[src/rtl/dc_pkg.sv]
// Shared types and address-splitting helpers for the DRAM-cache request indexer.
// Optional feature: define DC_INDEX_HASH_EN to XOR-fold the next IDX_W address
// bits above the index into the set index (tag and FIFO payload are unaffected).
package dc_pkg;

    localparam int ID_W     = 16;
    localparam int ADDR_W   = 64;
    localparam int OFFSET_W = 6;
    localparam int IDX_W    = 4;
    localparam int TAG_W    = ADDR_W - OFFSET_W - IDX_W;
    localparam int FIFO_W   = 1 + ID_W + ADDR_W;

    typedef enum logic {
        READ  = 1'b0,
        WRITE = 1'b1
    } chan_e;

    typedef struct packed {
        logic [ID_W-1:0]  id;
        logic [IDX_W-1:0] index;
        logic [TAG_W-1:0] tag;
        logic             write;
    } lookup_req_t;

    // Set index; with hashing the bits just above the index spread sequential
    // large strides across sets (needs TAG_W >= IDX_W so the slice exists).
    function automatic logic [IDX_W-1:0] dc_index(input logic [ADDR_W-1:0] addr);
        logic [IDX_W-1:0] idx;
        idx = addr[OFFSET_W +: IDX_W];
`ifdef DC_INDEX_HASH_EN
        idx = idx ^ addr[OFFSET_W+IDX_W +: IDX_W];
`else
        idx = idx;
`endif
        return idx;
    endfunction

    // Tag is everything above offset and index; offset bits are dropped.
    function automatic logic [TAG_W-1:0] dc_tag(input logic [ADDR_W-1:0] addr);
        return addr[ADDR_W-1 -: TAG_W];
    endfunction

endpackage

[src/rtl/cache_req_indexer_if.sv]
// Bus bundle for cache_req_indexer: AXI AR/AW request side, lookup output,
// write-FIFO push and statistics. slave = indexer side, master = surroundings.
interface cache_req_indexer_if
    import dc_pkg::*;
#(
    parameter int CNT_W = 32
);
    logic [ID_W-1:0]   arid_i;
    logic [ADDR_W-1:0] araddr_i;
    logic              arvalid_i;
    logic              arready_o;
    logic [ID_W-1:0]   awid_i;
    logic [ADDR_W-1:0] awaddr_i;
    logic              awvalid_i;
    logic              awready_o;
    logic [ID_W-1:0]   req_id_o;
    logic [IDX_W-1:0]  req_index_o;
    logic [TAG_W-1:0]  req_tag_o;
    logic              req_write_o;
    logic              req_valid_o;
    logic              req_ready_i;
    logic              fifo_afull_i;
    logic              fifo_write_en_o;
    logic [FIFO_W-1:0] fifo_data_o;
    logic [CNT_W-1:0]  rd_cnt_o;
    logic [CNT_W-1:0]  wr_cnt_o;

    modport slave (
        input  arid_i, araddr_i, arvalid_i, awid_i, awaddr_i, awvalid_i,
               req_ready_i, fifo_afull_i,
        output arready_o, awready_o, req_id_o, req_index_o, req_tag_o,
               req_write_o, req_valid_o, fifo_write_en_o, fifo_data_o,
               rd_cnt_o, wr_cnt_o
    );

    modport master (
        output arid_i, araddr_i, arvalid_i, awid_i, awaddr_i, awvalid_i,
               req_ready_i, fifo_afull_i,
        input  arready_o, awready_o, req_id_o, req_index_o, req_tag_o,
               req_write_o, req_valid_o, fifo_write_en_o, fifo_data_o,
               rd_cnt_o, wr_cnt_o
    );

endinterface

[src/rtl/cache_req_indexer_rr_arb2.sv]
// Two-requester round-robin arbiter (read vs write). The pointer names the
// channel that wins a tie and flips to the other channel after every grant.
module rr_arb2
    import dc_pkg::*;
(
    input  logic clk,
    input  logic rst_n,
    input  logic rd_ok,
    input  logic wr_ok,
    output logic grant_rd,
    output logic grant_wr
);

    chan_e rr_ptr_q, rr_ptr_d;

    // Grant decode and pointer update; grants are mutually exclusive.
    always_comb begin
        grant_rd = rd_ok & (~wr_ok | (rr_ptr_q == READ));
        grant_wr = wr_ok & ~grant_rd;
        rr_ptr_d = rr_ptr_q;
        if (grant_rd)      rr_ptr_d = WRITE;
        else if (grant_wr) rr_ptr_d = READ;
    end

    // Pointer register, reads favoured out of reset.
    always_ff @(posedge clk) begin
        if (!rst_n) rr_ptr_q <= READ;
        else        rr_ptr_q <= rr_ptr_d;
    end

endmodule

[src/rtl/cache_req_indexer.sv]
// Merges AXI AR/AW requests into one registered tag-lookup stream, pushes
// accepted writes to the write FIFO and counts accepted reads/writes.
// Index hashing is selected at build time with DC_INDEX_HASH_EN.
module cache_req_indexer
    import dc_pkg::*;
#(
    parameter int CNT_W = 32
) (
    input  logic                clk,
    input  logic                rst_n,
    cache_req_indexer_if.slave  bus
);

    logic              out_free, rd_ok, wr_ok, grant_rd, grant_wr;
    lookup_req_t       req_q, req_d;
    logic              req_valid_q, req_valid_d;
    logic              fifo_we_q, fifo_we_d;
    logic [FIFO_W-1:0] fifo_data_q, fifo_data_d;
    logic [CNT_W-1:0]  rd_cnt_q, rd_cnt_d;
    logic [CNT_W-1:0]  wr_cnt_q, wr_cnt_d;

    // Channel eligibility: the single output slot must be free; writes also
    // need FIFO room, so a full FIFO never stalls reads.
    always_comb begin
        out_free = ~req_valid_q | bus.req_ready_i;
        rd_ok    = bus.arvalid_i & out_free;
        wr_ok    = bus.awvalid_i & out_free & ~bus.fifo_afull_i;
    end

    rr_arb2 u_arb (
        .clk      (clk),
        .rst_n    (rst_n),
        .rd_ok    (rd_ok),
        .wr_ok    (wr_ok),
        .grant_rd (grant_rd),
        .grant_wr (grant_wr)
    );

    // Next lookup / FIFO push / counters; a stalled lookup simply holds.
    always_comb begin
        req_d       = req_q;
        req_valid_d = req_valid_q;
        fifo_we_d   = 1'b0;
        fifo_data_d = fifo_data_q;
        rd_cnt_d    = rd_cnt_q;
        wr_cnt_d    = wr_cnt_q;
        if (grant_rd) begin
            req_d.id    = bus.arid_i;
            req_d.index = dc_index(bus.araddr_i);
            req_d.tag   = dc_tag(bus.araddr_i);
            req_d.write = 1'b0;
            req_valid_d = 1'b1;
            rd_cnt_d    = rd_cnt_q + CNT_W'(1);
        end else if (grant_wr) begin
            req_d.id    = bus.awid_i;
            req_d.index = dc_index(bus.awaddr_i);
            req_d.tag   = dc_tag(bus.awaddr_i);
            req_d.write = 1'b1;
            req_valid_d = 1'b1;
            fifo_we_d   = 1'b1;
            fifo_data_d = {1'b1, bus.awid_i, bus.awaddr_i};
            wr_cnt_d    = wr_cnt_q + CNT_W'(1);
        end else if (bus.req_ready_i) begin
            req_valid_d = 1'b0;
        end
    end

    // State registers; reset drops any held lookup.
    always_ff @(posedge clk) begin
        if (!rst_n) begin
            req_q       <= '0;
            req_valid_q <= 1'b0;
            fifo_we_q   <= 1'b0;
            fifo_data_q <= '0;
            rd_cnt_q    <= '0;
            wr_cnt_q    <= '0;
        end else begin
            req_q       <= req_d;
            req_valid_q <= req_valid_d;
            fifo_we_q   <= fifo_we_d;
            fifo_data_q <= fifo_data_d;
            rd_cnt_q    <= rd_cnt_d;
            wr_cnt_q    <= wr_cnt_d;
        end
    end

    assign bus.arready_o       = grant_rd;
    assign bus.awready_o       = grant_wr;
    assign bus.req_id_o        = req_q.id;
    assign bus.req_index_o     = req_q.index;
    assign bus.req_tag_o       = req_q.tag;
    assign bus.req_write_o     = req_q.write;
    assign bus.req_valid_o     = req_valid_q;
    assign bus.fifo_write_en_o = fifo_we_q;
    assign bus.fifo_data_o     = fifo_data_q;
    assign bus.rd_cnt_o        = rd_cnt_q;
    assign bus.wr_cnt_o        = wr_cnt_q;

endmodule

[src/flat_wrapper.sv]
// flat-port wrapper written by rule: the top's interface ports become plain ports
module cache_req_indexer_flat import dc_pkg::*;
#(
    parameter int CNT_W = 32
)
  (clk, rst_n, bus_arid_i, bus_araddr_i, bus_arvalid_i, bus_awid_i, bus_awaddr_i, bus_awvalid_i, bus_req_ready_i, bus_fifo_afull_i, bus_arready_o, bus_awready_o, bus_req_id_o, bus_req_index_o, bus_req_tag_o, bus_req_write_o, bus_req_valid_o, bus_fifo_write_en_o, bus_fifo_data_o, bus_rd_cnt_o, bus_wr_cnt_o);
  cache_req_indexer_if #(.CNT_W(CNT_W)) bus_i ();
  input  logic clk;
  input  logic rst_n;
  input wire logic [$bits(bus_i.arid_i)-1:0] bus_arid_i;
  input wire logic [$bits(bus_i.araddr_i)-1:0] bus_araddr_i;
  input wire logic [$bits(bus_i.arvalid_i)-1:0] bus_arvalid_i;
  input wire logic [$bits(bus_i.awid_i)-1:0] bus_awid_i;
  input wire logic [$bits(bus_i.awaddr_i)-1:0] bus_awaddr_i;
  input wire logic [$bits(bus_i.awvalid_i)-1:0] bus_awvalid_i;
  input wire logic [$bits(bus_i.req_ready_i)-1:0] bus_req_ready_i;
  input wire logic [$bits(bus_i.fifo_afull_i)-1:0] bus_fifo_afull_i;
  output wire logic [$bits(bus_i.arready_o)-1:0] bus_arready_o;
  output wire logic [$bits(bus_i.awready_o)-1:0] bus_awready_o;
  output wire logic [$bits(bus_i.req_id_o)-1:0] bus_req_id_o;
  output wire logic [$bits(bus_i.req_index_o)-1:0] bus_req_index_o;
  output wire logic [$bits(bus_i.req_tag_o)-1:0] bus_req_tag_o;
  output wire logic [$bits(bus_i.req_write_o)-1:0] bus_req_write_o;
  output wire logic [$bits(bus_i.req_valid_o)-1:0] bus_req_valid_o;
  output wire logic [$bits(bus_i.fifo_write_en_o)-1:0] bus_fifo_write_en_o;
  output wire logic [$bits(bus_i.fifo_data_o)-1:0] bus_fifo_data_o;
  output wire logic [$bits(bus_i.rd_cnt_o)-1:0] bus_rd_cnt_o;
  output wire logic [$bits(bus_i.wr_cnt_o)-1:0] bus_wr_cnt_o;
  assign bus_i.arid_i = bus_arid_i;
  assign bus_i.araddr_i = bus_araddr_i;
  assign bus_i.arvalid_i = bus_arvalid_i;
  assign bus_i.awid_i = bus_awid_i;
  assign bus_i.awaddr_i = bus_awaddr_i;
  assign bus_i.awvalid_i = bus_awvalid_i;
  assign bus_i.req_ready_i = bus_req_ready_i;
  assign bus_i.fifo_afull_i = bus_fifo_afull_i;
  assign bus_arready_o = bus_i.arready_o;
  assign bus_awready_o = bus_i.awready_o;
  assign bus_req_id_o = bus_i.req_id_o;
  assign bus_req_index_o = bus_i.req_index_o;
  assign bus_req_tag_o = bus_i.req_tag_o;
  assign bus_req_write_o = bus_i.req_write_o;
  assign bus_req_valid_o = bus_i.req_valid_o;
  assign bus_fifo_write_en_o = bus_i.fifo_write_en_o;
  assign bus_fifo_data_o = bus_i.fifo_data_o;
  assign bus_rd_cnt_o = bus_i.rd_cnt_o;
  assign bus_wr_cnt_o = bus_i.wr_cnt_o;
  cache_req_indexer #(.CNT_W(CNT_W)) u_core (.clk(clk), .rst_n(rst_n), .bus(bus_i));
endmodule
[config.mk]
export PLATFORM = sky130hd
export DESIGN_NAME = cache_req_indexer_flat
export DESIGN_NICKNAME = d
export VERILOG_FILES = /design/src/rtl/dc_pkg.sv /design/src/rtl/cache_req_indexer_if.sv /design/src/rtl/cache_req_indexer_rr_arb2.sv /design/src/rtl/cache_req_indexer.sv /design/src/flat_wrapper.sv
export SDC_FILE = /design/constraint.sdc
export NUM_CORES = 1
export LEC_CHECK = 0
export ABC_AREA = 0
export CORE_AREA = 2 2 150 152
export CTS_CLUSTER_DIAMETER = 150
export CTS_CLUSTER_SIZE = 16
export DETAILED_ROUTE_END_ITERATION = 6
export DIE_AREA = 0 0 152 154
export PLACE_DENSITY_LB_ADDON = 0.25
export SLEW_MARGIN = 20
export SYNTH_ARGS = -nofsm -noshare
export SYNTH_HDL_FRONTEND = slang
export SYNTH_SLANG_ARGS = --single-unit
[constraint.sdc]
create_clock -name clk -period 3.06 [get_ports clk]
set_input_delay 0.765 -clock clk [delete_from_list [all_inputs] [get_ports clk]]
set_output_delay 0.765 -clock clk [all_outputs]
set_load 0.01 [all_outputs]
# ---- Word-level counts from Yosys, hierarchy flattened
# Cells that the tools add are included.
dict set report word_totals {
  input_bits 166
  output_inout_bits 224
  regBits 223
  word_cells 37
}
dict set report op_classes {
  mux 8
  addsub 2
  reduce_logical 4
  n_bitwise 13
}
# op count
set op_table {}
lappend op_table {{2-to-1 mux 75 bit} 2}
lappend op_table {{adder 32 x 1 -> 32 bit, second input constant} 2}
lappend op_table {{2-to-1 mux 1 bit} 6}
lappend op_table {{inverter 1 bit} 6}
lappend op_table {{AND 1 bit} 5}
lappend op_table {{nonzero test 3 bit} 1}
lappend op_table {{bitwise OR 1 bit} 2}
lappend op_table {{AND reduction 2 bit} 1}
lappend op_table {{nonzero test 2 bit} 1}
lappend op_table {{OR reduction 2 bit} 1}

# ---- Depth between registers and ports, before layout
dict set report logic_depth {
  ltp_word 11
  depth_mapped 8
  ltp_nobuf 6
}

# ---- By module
# Synthesis repeated with hierarchy kept, for this count alone.
dict set report hier_totals {
  hier_cells 1131
  hier_area_um2 9247.6
}
# module seq_area_each_um2 area_per_inst_um2 cells_each instances
set modules_own_cells {}
lappend modules_own_cells {cache_req_indexer 4444.3 9193.8 1125 1}
lappend modules_own_cells {rr_arb2 20.0 53.8 6 1}

# ---- Worst setup path before layout
# Ideal clock, no wire load.
dict set report synth_path {
  path_type {input to output}
  from {input bus_req_ready_i}
  to {output bus_arready_o}
  required_ps 2295
  arrival_ps 1566
  cell_stages 5
  slack_ps 729
  n_path_buf 2
  cell_sequence {nand2b_1 buf_2 nand3_1 inv_2 clkbuf_1}
}
dict set report synth_between {
  elab_chain_len 6
  elab_cells_between_ends 7
  cone_classes {bitwise: 7}
}
# element line
set synth_rtl {}
lappend synth_rtl {{start, declared} flat_wrapper.sv:16} ;# input wire logic [$bits(bus_i.req_ready_i)-1:0] bus_req_ready_i;
lappend synth_rtl {{bitwise OR 1 bit *} cache_req_indexer.sv:25} ;# out_free = ~req_valid_q | bus.req_ready_i;
lappend synth_rtl {{AND 1 bit (2 in series)} cache_req_indexer.sv:27} ;# wr_ok = bus.awvalid_i & out_free & ~bus.fifo_afull_i;
lappend synth_rtl {{inverter 1 bit} cache_req_indexer_rr_arb2.sv:18} ;# grant_rd = rd_ok & (~wr_ok | (rr_ptr_q == READ));
lappend synth_rtl {{bitwise OR 1 bit} cache_req_indexer_rr_arb2.sv:18}
lappend synth_rtl {{AND 1 bit *} cache_req_indexer_rr_arb2.sv:18}
lappend synth_rtl {{end, declared} flat_wrapper.sv:18} ;# output wire logic [$bits(bus_i.arready_o)-1:0] bus_arready_o;
# Mark *: on every way between the ends. The rest lies on a longest branch, timed or not.

# ---- Worst setup path after layout
dict set report layout_path {
  from {input bus_fifo_afull_i}
  to {output bus_arready_o}
}
dict set report layout_between {
  elab_chain_len 5
}
# element line
set layout_rtl {}
lappend layout_rtl {{start, declared} flat_wrapper.sv:17} ;# input wire logic [$bits(bus_i.fifo_afull_i)-1:0] bus_fifo_afull_i;
lappend layout_rtl {{inverter 1 bit} cache_req_indexer.sv:27}
lappend layout_rtl {{AND 1 bit} cache_req_indexer.sv:27}
lappend layout_rtl {{inverter 1 bit} cache_req_indexer_rr_arb2.sv:18}
lappend layout_rtl {{bitwise OR 1 bit} cache_req_indexer_rr_arb2.sv:18}
lappend layout_rtl {{AND 1 bit} cache_req_indexer_rr_arb2.sv:18}
# No other way between the ends.

==> reports/metrics.cfg <==
[timing]
hold_ws_ns=0.454
slew-limit-headroom_pct=34.0
fin_crit_sh_pct=97.1
final_max_slew_viol_count=0
fmax_ghz=0.337
hold_viol_final=0
rsz0062_at_grt=false
tightestPinTransition_ns=0.990
finalSetupViolCount=0
finClkSkew_ns=0.0151
period_needed_ns=2.97

[final_layout]
syn_to_final_growth_pct=55.4
drive_gt1_share_pct=3.71
stdcell_area_sq_mm=0.0130
multi_input_area_sq_mm=0.00365
nNetsFinal=1489
layout_commonest_cell=clkdlybuf4s50_1
fillers=1944
final_cell_mix=clkdlybuf4s50_1 (382), dfxtp_1 (223), nand2_1 (184)
regArea_sq_mm=0.00446

[worst_setup_path]
path_common_cell=clkdlybuf4s50_1
start_kind=input pin
critPathMaxStageDelay_ns=0.58
cp-end-kind=output port
crit_family=buffers and inverters
crit_buf_inv=3
crit_chain=clkdlybuf4s50_1 > nand3b_1 > nand3_1 > inv_2 > clkdlybuf4s50_1
r2r_slack_ns=0.94
cp_max_fo=3
crit_type=input pin to output port
arrival_ns=2.21
required_ns=2.29
slowest_stage=clkdlybuf4s50_1

[placement]
hpwl_microns=20500
routabilityCongestion=0.848
place_area_sq_mm=0.0126
portBuffers=383

[clocking]
path_clk_slew_ns=0.07
clock_sinks=223
clk_latency_ns=0.48
htree_levels=1
cts_root_buf=clkbuf_16
max-clock-path-buffers=3
cts_tree=done
cts_buffers=17

[power]
switching_share_pct=24.7
p_seq_share_pct=51.4
combPwrFrac_pct=15.6
total_power_w=0.00602
switching_power_w=0.00148
power_leakage_nw=4.49
p_int_w=0.00453
ir_drop_uv=370
power_density_mw_per_mm2=462
p_clk_share_pct=33.1

[floorplanning]
dieArea_sq_mm=0.0234
die_w_microns=152
core_area_sq_mm=0.0217
rows=54
io_pins=390
start_util_pct=38.6
fp.dieH_microns=154

[routing]
drc=0
wirelength_microns=29100
drt_iter0_drc=509
dr.pass1.iters=5
vias_per_cell=5.18
ant_nets=0
wl_per_cell_microns=18.2
vias=8293

[synth]
synth_ff_type=dfxtp_1
syn-cell-area_sq_mm=0.00837
ys_ff_latch=223
seq_area_frac_synth_pct=53.3
synthCells=966
yosysWarnings=0
synth_enable_flop_cells=0
syn_nets=1134
yosysUniqueCellTypes=38
syn_area_per_cell_sq_um=8.67
synthArstFlopShare_pct=0

[global_routing]
grt_pass1_vias=7728
gr-usage-all-layers_pct=23.4
antenna_found_initial=1
grt_max_degree=88
overflow=0
grt_pass1_wl_microns=44300

[run]
maxCapViolCount=0

[hold_path]
min_path_type=register to register

[status]
status=finished clean

-- layer usage --
| metal | routed length [microns] | share of wire (%) | global-route usage, % | vias up |
|---|---|---|---|---|
| li1 | - | - | - | 4068 |
| met1 | 11500 | 40 | 28.5 | 3883 |
| met2 | 14000 | 48 | 38.9 | 301 |
| met3 | 2750 | 9.5 | 8.12 | 41 |
| met4 | 836 | 2.9 | 7.74 | 0 |
| met5 | 0 | 0 | 0 | - |
-- worst register-to-register path, stage by stage, from the launching register on --
cell and delay [ns]:
dfxtp_1 0.32, nand2b_1 0.13, buf_4 0.15, nand3_4 0.06, clkinv_2 0.05, buf_4 0.38
nand4_1 0.39, or3_1 0.44, a21oi_1 0.13
-- layout make-up --
type                       count  area share [%]
timing repair buffer         403            31.4
clock buffer                  18            3.30
antenna                        2          0.0385
tap                          280            2.69
sequential                   223            34.3
multi-input combinational    669            28.0
inverter                       7           0.250
-- metrics by stage --
step           setup TNS (ns)  utilization (%)  std cells  worst slack [ns]
6_report                    0             60.0       1602            0.0896
5_1_grt                     0             60.0       1601            0.0131
4_1_cts                     0             60.0       1600            0.0335
3_5_place_dp           -0.179             58.0       1582           -0.0778
3_3_place_gp          -0.0631             58.0       1582           -0.0423
2_1_floorplan               0                -        966             0.729
-- power by group through the flow --
stage | registers (W) | logic (W) | clock network [W]
3_3_place_gp | 0.00315 | 0.000934 | 0
3_5_place_dp | 0.00316 | 0.000939 | 0
5_1_grt | 0.00311 | 0.00100 | 0.00215
4_1_cts | 0.00309 | 0.000942 | 0.00205
6_report | 0.00309 | 0.000937 | 0.00199
2_1_floorplan | 0.00321 | 0.000284 | 0
-- flip-flops by register name (all words and copies together), names as in the netlist --
signal / count
u_core.bus.wr_cnt_o: 32
u_core.u_arb.rr_ptr_q: 1
u_core.bus.req_id_o: 16
u_core.bus.req_valid_o: 1
u_core.bus.fifo_write_en_o: 1
u_core.bus.req_write_o: 1
u_core.bus.rd_cnt_o: 32
u_core.bus.req_tag_o: 54
u_core.bus.fifo_data_o: 81
u_core.bus.req_index_o: 4
-- final timing paths --
kind                                   start                          to  cells past startpoint
hold / removal    u_core.bus.fifo_data_o[14]  u_core.bus.fifo_data_o[14]                      2
setup reg to reg      u_core.bus.req_valid_o     u_core.bus.wr_cnt_o[17]                      8
hold reg to reg   u_core.bus.fifo_data_o[14]  u_core.bus.fifo_data_o[14]                      2
setup / recovery            bus_fifo_afull_i               bus_arready_o                      5
-- cell families (layout without fill, tap and decap cells) --
group / after synthesis / count (layout) / share of synthesized area [%]
adder cells (fa/ha/maj): 2 / 2 / 0.299
AO/OA/AOI/OAI: 268 / 268 / 18.3
other: 0 / 2 / 0
buffers and inverters: 74 / 428 / 3.39
AND/OR/NAND/NOR: 354 / 354 / 19.9
XOR/XNOR: 45 / 45 / 4.71
flip-flops: 223 / 223 / 53.3
-- synthesized netlist by cell type (all sizes together) (9+ instances only) --
library cell	instances	area [sq um]
xnor2	28	245
nor2	51	191
clkbuf	61	229
xor2	17	149
nand3	21	115
a21oi	174	871
nor4	17	106
nand4	21	153
nand2	184	691
o21ai	17	85.1
or3	15	93.8
dfxtp	223	4460
and3	14	92.6
a22oi	74	556
and4	9	78.8
-- what timing repair did --
item                                    CTS  global route
resized for setup                         0             2
endpoints found under the setup margin    0             1
setup buffers                             0             0
hold buffers                              0             0
(Power assumes the default switching activity.)
